<file path="config.mk">
export PLATFORM = sky130hd
export DESIGN_NAME = serial_tx
export DESIGN_NICKNAME = d
export VERILOG_FILES = /design/src/rtl/serial_pkg.sv /design/src/rtl/bit_timer.sv /design/src/rtl/serial_tx.sv
export SDC_FILE = /design/constraint.sdc
export NUM_CORES = 1
export LEC_CHECK = 0
export CORE_MARGIN = 4
export CORE_UTILIZATION = 45
export CTS_CLUSTER_SIZE = 14
export DETAILED_ROUTE_END_ITERATION = 10
export GPL_ROUTABILITY_DRIVEN = 0
export GPL_TIMING_DRIVEN = 0
export PLACE_DENSITY = 0.69
export SYNTH_ARGS = -nofsm -noshare
export SYNTH_HDL_FRONTEND = slang
export SYNTH_HIERARCHICAL = 1
export SYNTH_SLANG_ARGS = --single-unit
</file>
<file path="constraint.sdc">
create_clock -name Clk -period 1.76 [get_ports Clk]
set_input_delay 0.176 -clock Clk [delete_from_list [all_inputs] [get_ports Clk]]
set_output_delay 0.176 -clock Clk [all_outputs]
set_load 0.05 [all_outputs]
</file>
<file path="src/rtl/serial_pkg.sv">
// Shared serial-link definitions: line states and line levels.
// Used by serial_tx and by the future serial receiver.
// No logic; types and constants only.
package serial_pkg;

  // Frame phases on the line; PARITY exists only when parity is built in.
  typedef enum logic [2:0] {
    IDLE   = 3'd0,
    START  = 3'd1,
    DATA   = 3'd2,
    PARITY = 3'd3,
    STOP   = 3'd4
  } tx_state_t;

  localparam logic IDLE_LEVEL  = 1'b1;
  localparam logic START_LEVEL = 1'b0;
  localparam logic STOP_LEVEL  = 1'b1;

endpackage

</file>
<file path="src/rtl/bit_timer.sv">
// Bit-period timer: counts 0..CLKS_PER_BIT-1, Tick at terminal count, then wraps.
// Latency: Tick is decoded from the count register, so it has no input path.
// Clear forces the count back to 0 on the next edge (used on every state change).
module bit_timer #(
  parameter int CLKS_PER_BIT = 4
) (
  input  logic Clk,
  input  logic Reset,
  input  logic Clear,
  output logic Tick
);

  localparam int CW = (CLKS_PER_BIT > 1) ? $clog2(CLKS_PER_BIT) : 1;
  localparam logic [CW-1:0] TERMINAL = CW'(CLKS_PER_BIT - 1);

  logic [CW-1:0] cnt_q, cnt_d;

  // With CLKS_PER_BIT=1 the count sits at 0 and every cycle is a tick.
  assign Tick = (cnt_q == TERMINAL);

  // Next count: wrap on tick, restart on clear, otherwise advance.
  always_comb begin
    cnt_d = cnt_q + CW'(1);
    if (Clear || Tick) begin
      cnt_d = '0;
    end
  end

  // Count register.
  always_ff @(posedge Clk or posedge Reset) begin
    if (Reset) begin
      cnt_q <= '0;
    end else begin
      cnt_q <= cnt_d;
    end
  end

endmodule

</file>
<file path="src/rtl/serial_tx.sv">
// Bit-serial transmitter: start bit, DATA_W bits LSB-first, [even parity], stop bit.
// Latency: Tx shows the start bit in the cycle right after the Load/Ready edge.
// Backpressure: Ready is low for the whole frame; Load while busy is dropped.
// Optional parity bit is enabled by defining SERIAL_TX_PARITY_EN.
module serial_tx
  import serial_pkg::*;
#(
  parameter int DATA_W       = 8,
  parameter int CLKS_PER_BIT = 4
) (
  input  logic              Clk,
  input  logic              Reset,
  input  logic [DATA_W-1:0] Data_in,
  input  logic              Load,
  output logic              Ready,
  output logic              Tx,
  output logic              Busy,
  output logic              Done
);

  localparam int IW = (DATA_W > 1) ? $clog2(DATA_W) : 1;
  localparam logic [IW-1:0] LAST_BIT = IW'(DATA_W - 1);

  tx_state_t         state_q, state_d;
  logic [DATA_W-1:0] shreg_q, shreg_d;
  logic [IW-1:0]     idx_q, idx_d;
  logic              tx_q, tx_d;
  logic              tick;
  logic              clear;
`ifdef SERIAL_TX_PARITY_EN
  logic              par_q, par_d;
`endif

  // Restart the bit period whenever the frame moves to a new phase.
  assign clear = (state_d != state_q);

  bit_timer #(
    .CLKS_PER_BIT(CLKS_PER_BIT)
  ) u_bit_timer (
    .Clk   (Clk),
    .Reset (Reset),
    .Clear (clear),
    .Tick  (tick)
  );

  assign Ready = (state_q == IDLE);
  assign Busy  = ~Ready;
  assign Done  = (state_q == STOP) && tick;
  assign Tx    = tx_q;

  // Next-state, shift and line-level logic; Tx is computed from the next state
  // so the registered line level lines up with the phase it belongs to.
  always_comb begin
    state_d = state_q;
    shreg_d = shreg_q;
    idx_d   = idx_q;
`ifdef SERIAL_TX_PARITY_EN
    par_d   = par_q;
`endif
    case (state_q)
      IDLE: begin
        if (Load) begin
          state_d = START;
          shreg_d = Data_in;
          idx_d   = '0;
`ifdef SERIAL_TX_PARITY_EN
          par_d   = ^Data_in;
`endif
        end
      end
      START: begin
        if (tick) state_d = DATA;
      end
      DATA: begin
        if (tick) begin
          shreg_d = shreg_q >> 1;
          if (idx_q == LAST_BIT) begin
`ifdef SERIAL_TX_PARITY_EN
            state_d = PARITY;
`else
            state_d = STOP;
`endif
          end else begin
            idx_d = idx_q + IW'(1);
          end
        end
      end
`ifdef SERIAL_TX_PARITY_EN
      PARITY: begin
        if (tick) state_d = STOP;
      end
`endif
      STOP: begin
        if (tick) state_d = IDLE;
      end
      default: state_d = IDLE;
    endcase

    tx_d = IDLE_LEVEL;
    case (state_d)
      START:   tx_d = START_LEVEL;
      DATA:    tx_d = shreg_d[0];
`ifdef SERIAL_TX_PARITY_EN
      PARITY:  tx_d = par_d;
`endif
      STOP:    tx_d = STOP_LEVEL;
      default: tx_d = IDLE_LEVEL;
    endcase
  end

  // State, datapath and line registers; reset drives the line idle at once.
  always_ff @(posedge Clk or posedge Reset) begin
    if (Reset) begin
      state_q <= IDLE;
      shreg_q <= '0;
      idx_q   <= '0;
      tx_q    <= IDLE_LEVEL;
`ifdef SERIAL_TX_PARITY_EN
      par_q   <= 1'b0;
`endif
    end else begin
      state_q <= state_d;
      shreg_q <= shreg_d;
      idx_q   <= idx_d;
      tx_q    <= tx_d;
`ifdef SERIAL_TX_PARITY_EN
      par_q   <= par_d;
`endif
    end
  end

endmodule

</file>
==> flow_metrics.py <==
metrics = {
    "yosys": {
        "ys_warn_count": 6,
        "synth-edff-count": 0,
        "ys_seq_area_share_pct": 44.11,
        "ys.flop_type": "dfrtp_1",
        "synth_adder_area_share_pct": 3.881,
        "synth_top_family_by_area": "simple AND/OR/NAND/NOR gates",
        "synth.distinct_cells": 36,
        "syn-mean-instance-area_sq_um": 10.75,
        "syn-num-nets": 104,
        "async_flop_share_pct": 100.0,
        "synth_cells": 90,
        "muxShareOfSynthArea_pct": 3.364,
        "synth_xor_area_share_pct": 0,
        "synth_compound_area_share_pct": 12.42,
        "ys_seq_elements": 17,
        "syn_area_sq_um": 967.2,
        "yosys.area_share.simple_pct": 28.20,
    },
    "drt": {
        "viasPerCell": 5.328,
        "drt_iter0_drc": 20,
        "dr_total_vias": 714,
        "post_drt_wl_per_cell_um": 12.99,
        "dr.pass1.iters": 4,
        "ant_nets": 0,
        "totalWireLength_um": 1740,
        "drc": 0,
    },
    "critical_path": {
        "start_kind": "register",
        "cp_max_fo": 10,
        "critical_path_class": "reg -> out",
        "timing.rr.end": "idx_q[2]$_DFFE_PP0P_",
        "crit_path_start": "state_q[0]$_DFF_PP0_",
        "crit_slowest_cell": "dfrtp_1",
        "reg2reg_from": "idx_q[0]$_DFFE_PP0P_",
        "reg2reg_depth": 5,
        "critPathArrivalTime_ns": 1.47,
        "cp-end-kind": "primary output",
        "cp_cell_sequence": "buf_6 > or3_4 > clkinvlp_4 > buf_8",
        "r2r_setup_slack_ns": 0.13,
        "required_ns": 1.58,
        "crit_path_end": "Ready",
        "cpPeakStageDelay_ns": 0.43,
    },
    "clock_network": {
        "clk_pin_slew_worst_paths_ns": 0.09,
        "ctsLongestPathBuffers": 2,
        "numCtsBuffers": 3,
        "clockRootBuffer": "clkbuf_4",
        "cts_tree": "done",
        "cts_num_sinks": 17,
        "worstSkewPairLatency_ns": 0.29,
        "h-tree-depth": 1,
    },
    "final_layout": {
        "antenna-diode-count": 0,
        "syn_to_final_growth_pct": 23.54,
        "layout_common_cells": "dfrtp_1, nand2_1, clkdlybuf4s50_1",
        "final_nets": 122,
        "final_common_cell": "dfrtp_1",
        "drive_gt1_share_pct": 27.10,
        "utilization_pct": 59.69,
    },
    "status": {
        "outcome": "complete, no violations",
    },
    "sta": {
        "fin_crit_ns": 1.648,
        "hold_viol": 0,
        "fin_crit_sh_pct": 93.66,
        "rsz0062_at_grt": "no",
        "worst_slack_ns": 0.1116,
        "skew_ns": 0.002167,
        "setup_viol": 0,
        "worst_pin_slew_ns": 0.5935,
        "drv_slew": 0,
        "fmax_mhz": 606.7,
        "slew_headroom_pct": 60.39,
    },
    "global_routing": {
        "grt-ovfl-total": 0,
        "track_usage_pct": 14.95,
        "grt_max_degree": 16,
        "antenna_found_initial": 0,
        "grt_pass1_vias": 692,
        "grt_pass1_wl_um": 3049,
    },
    "pwr": {
        "design_power_total_uw": 1740,
        "power_density_nw_per_um2": 1456,
        "ir_worst_vdd_mv": 0.7169,
        "p_leak_uw": 0.0005352,
    },
    "die": {
        "io_pins": 15,
        "die_y_um": 54.36,
        "dieArea_sq_um": 2955,
        "dieWidth_um": 54.36,
        "initial_core_util_pct": 48.31,
        "core_area_sq_um": 2002,
        "rows": 16,
    },
    "place": {
        "place_hpwl_um": 1320,
        "portBuffers": 14,
        "post-place-ws_ns": -0.4305,
    },
    "job": {
        "drv_cap": 0,
    },
    "hold_path": {
        "hold_class": "in -> async",
    },
}
[power by group]
part           internal [uW]  switching [uW]
logic                    412             495
registers                551            80.5
clock network           88.1             114
[Yosys cell counts, types with 2 or more instances]
cell | instances | share of area [%]
a22oi_1 | 7 | 5.4
a31oi_1 | 2 | 1.3
and2_1 | 2 | 1.3
and3_1 | 2 | 1.3
buf_2 | 2 | 1.0
buf_6 | 4 | 4.7
clkbuf_1 | 2 | 0.78
dfrtp_1 | 16 | 41
ha_1 | 3 | 3.9
inv_1 | 4 | 1.6
mux2_2 | 2 | 2.3
nand2_1 | 10 | 3.9
nand2b_1 | 3 | 1.9
nand3_1 | 8 | 4.1
nor2_1 | 2 | 0.78
[flip-flops by register name, summed over array words and instances (netlist names)]
signal and count:
shreg_q 8, idx_q 3, state_q 3, Tx 1
u_bit_timer/cnt_q 2
[stage by stage]
stage	std cells	instance area (sq um)	setup TNS, ns	hold slack (ns)
detailed placement	131	1155	-0.9446	0.3722
global placement	131	1155	-0.9083	0.3614
CTS	134	1190	0	0.05486
finish	134	1195	0	0.06215
global route	134	1195	0	0.06644
floorplan	90	980.9	0	-0.08282
[worst max-delay path, delay by kind of cell (launching register included)]
family                 cells  cell delay (ns)
DFF                        1             0.43
and+or+nand+nor            1             0.38
buffers and inverters      3             0.37
[area by class of cell]
cell class                 instances  area (sq um)
clock buffer                       4         26.28
inverter                           4         18.77
fill                             176         807.0
buffer                             6         57.56
multi-input combinational         61         481.7
sequential                        17         426.7
tap                               27         33.78
timing repair buffer              15         150.1
[worst min path at each step]
stage / from / endpoint / slack, ns / cells after the start
2_1_floorplan: Reset / u_bit_timer/cnt_q[0]$_DFF_PP0_ / -0.08 / 1
3_3_place_gp: Reset / u_bit_timer/cnt_q[1]$_DFF_PP0_ / 0.36 / 2
3_5_place_dp: Reset / u_bit_timer/cnt_q[0]$_DFF_PP0_ / 0.37 / 2
4_1_cts: Reset / u_bit_timer/cnt_q[0]$_DFF_PP0_ / 0.05 / 2
5_1_grt: Reset / u_bit_timer/cnt_q[0]$_DFF_PP0_ / 0.07 / 2
6_report: Reset / u_bit_timer/cnt_q[0]$_DFF_PP0_ / 0.06 / 2
[kinds of logic after synthesis]
family                     Yosys count
AOI/OAI and AO/OA                   15
adders and majority gates            3
buffers and inverters               12
DFF                                 17
muxes                                3
and+or+nand+nor                     40
[metal layers]
| metal | vias to the layer above | share of wire, % | global-route usage [%] | routed length [um] |
|---|---|---|---|---|
| met4 | 0 | 1.1 | 4.979 | 19 |
| li1 | 359 | - | - | - |
| met1 | 343 | 48 | 17.69 | 829 |
| met5 | - | 0 | 0 | 0 |
| met2 | 8 | 47 | 24.70 | 817 |
| met3 | 4 | 4.3 | 5.722 | 74 |
[timing repair]
| item | in CTS | in global routing |
|---|---|---|
| hold buffers | 0 | 0 |
| pin swaps | 1 | 1 |
| setup buffers | 0 | 1 |
| endpoints found under the setup margin | 7 | 4 |
| gates resized for setup | 25 | 4 |
Note: power is estimated with default switching activity, not from simulation.
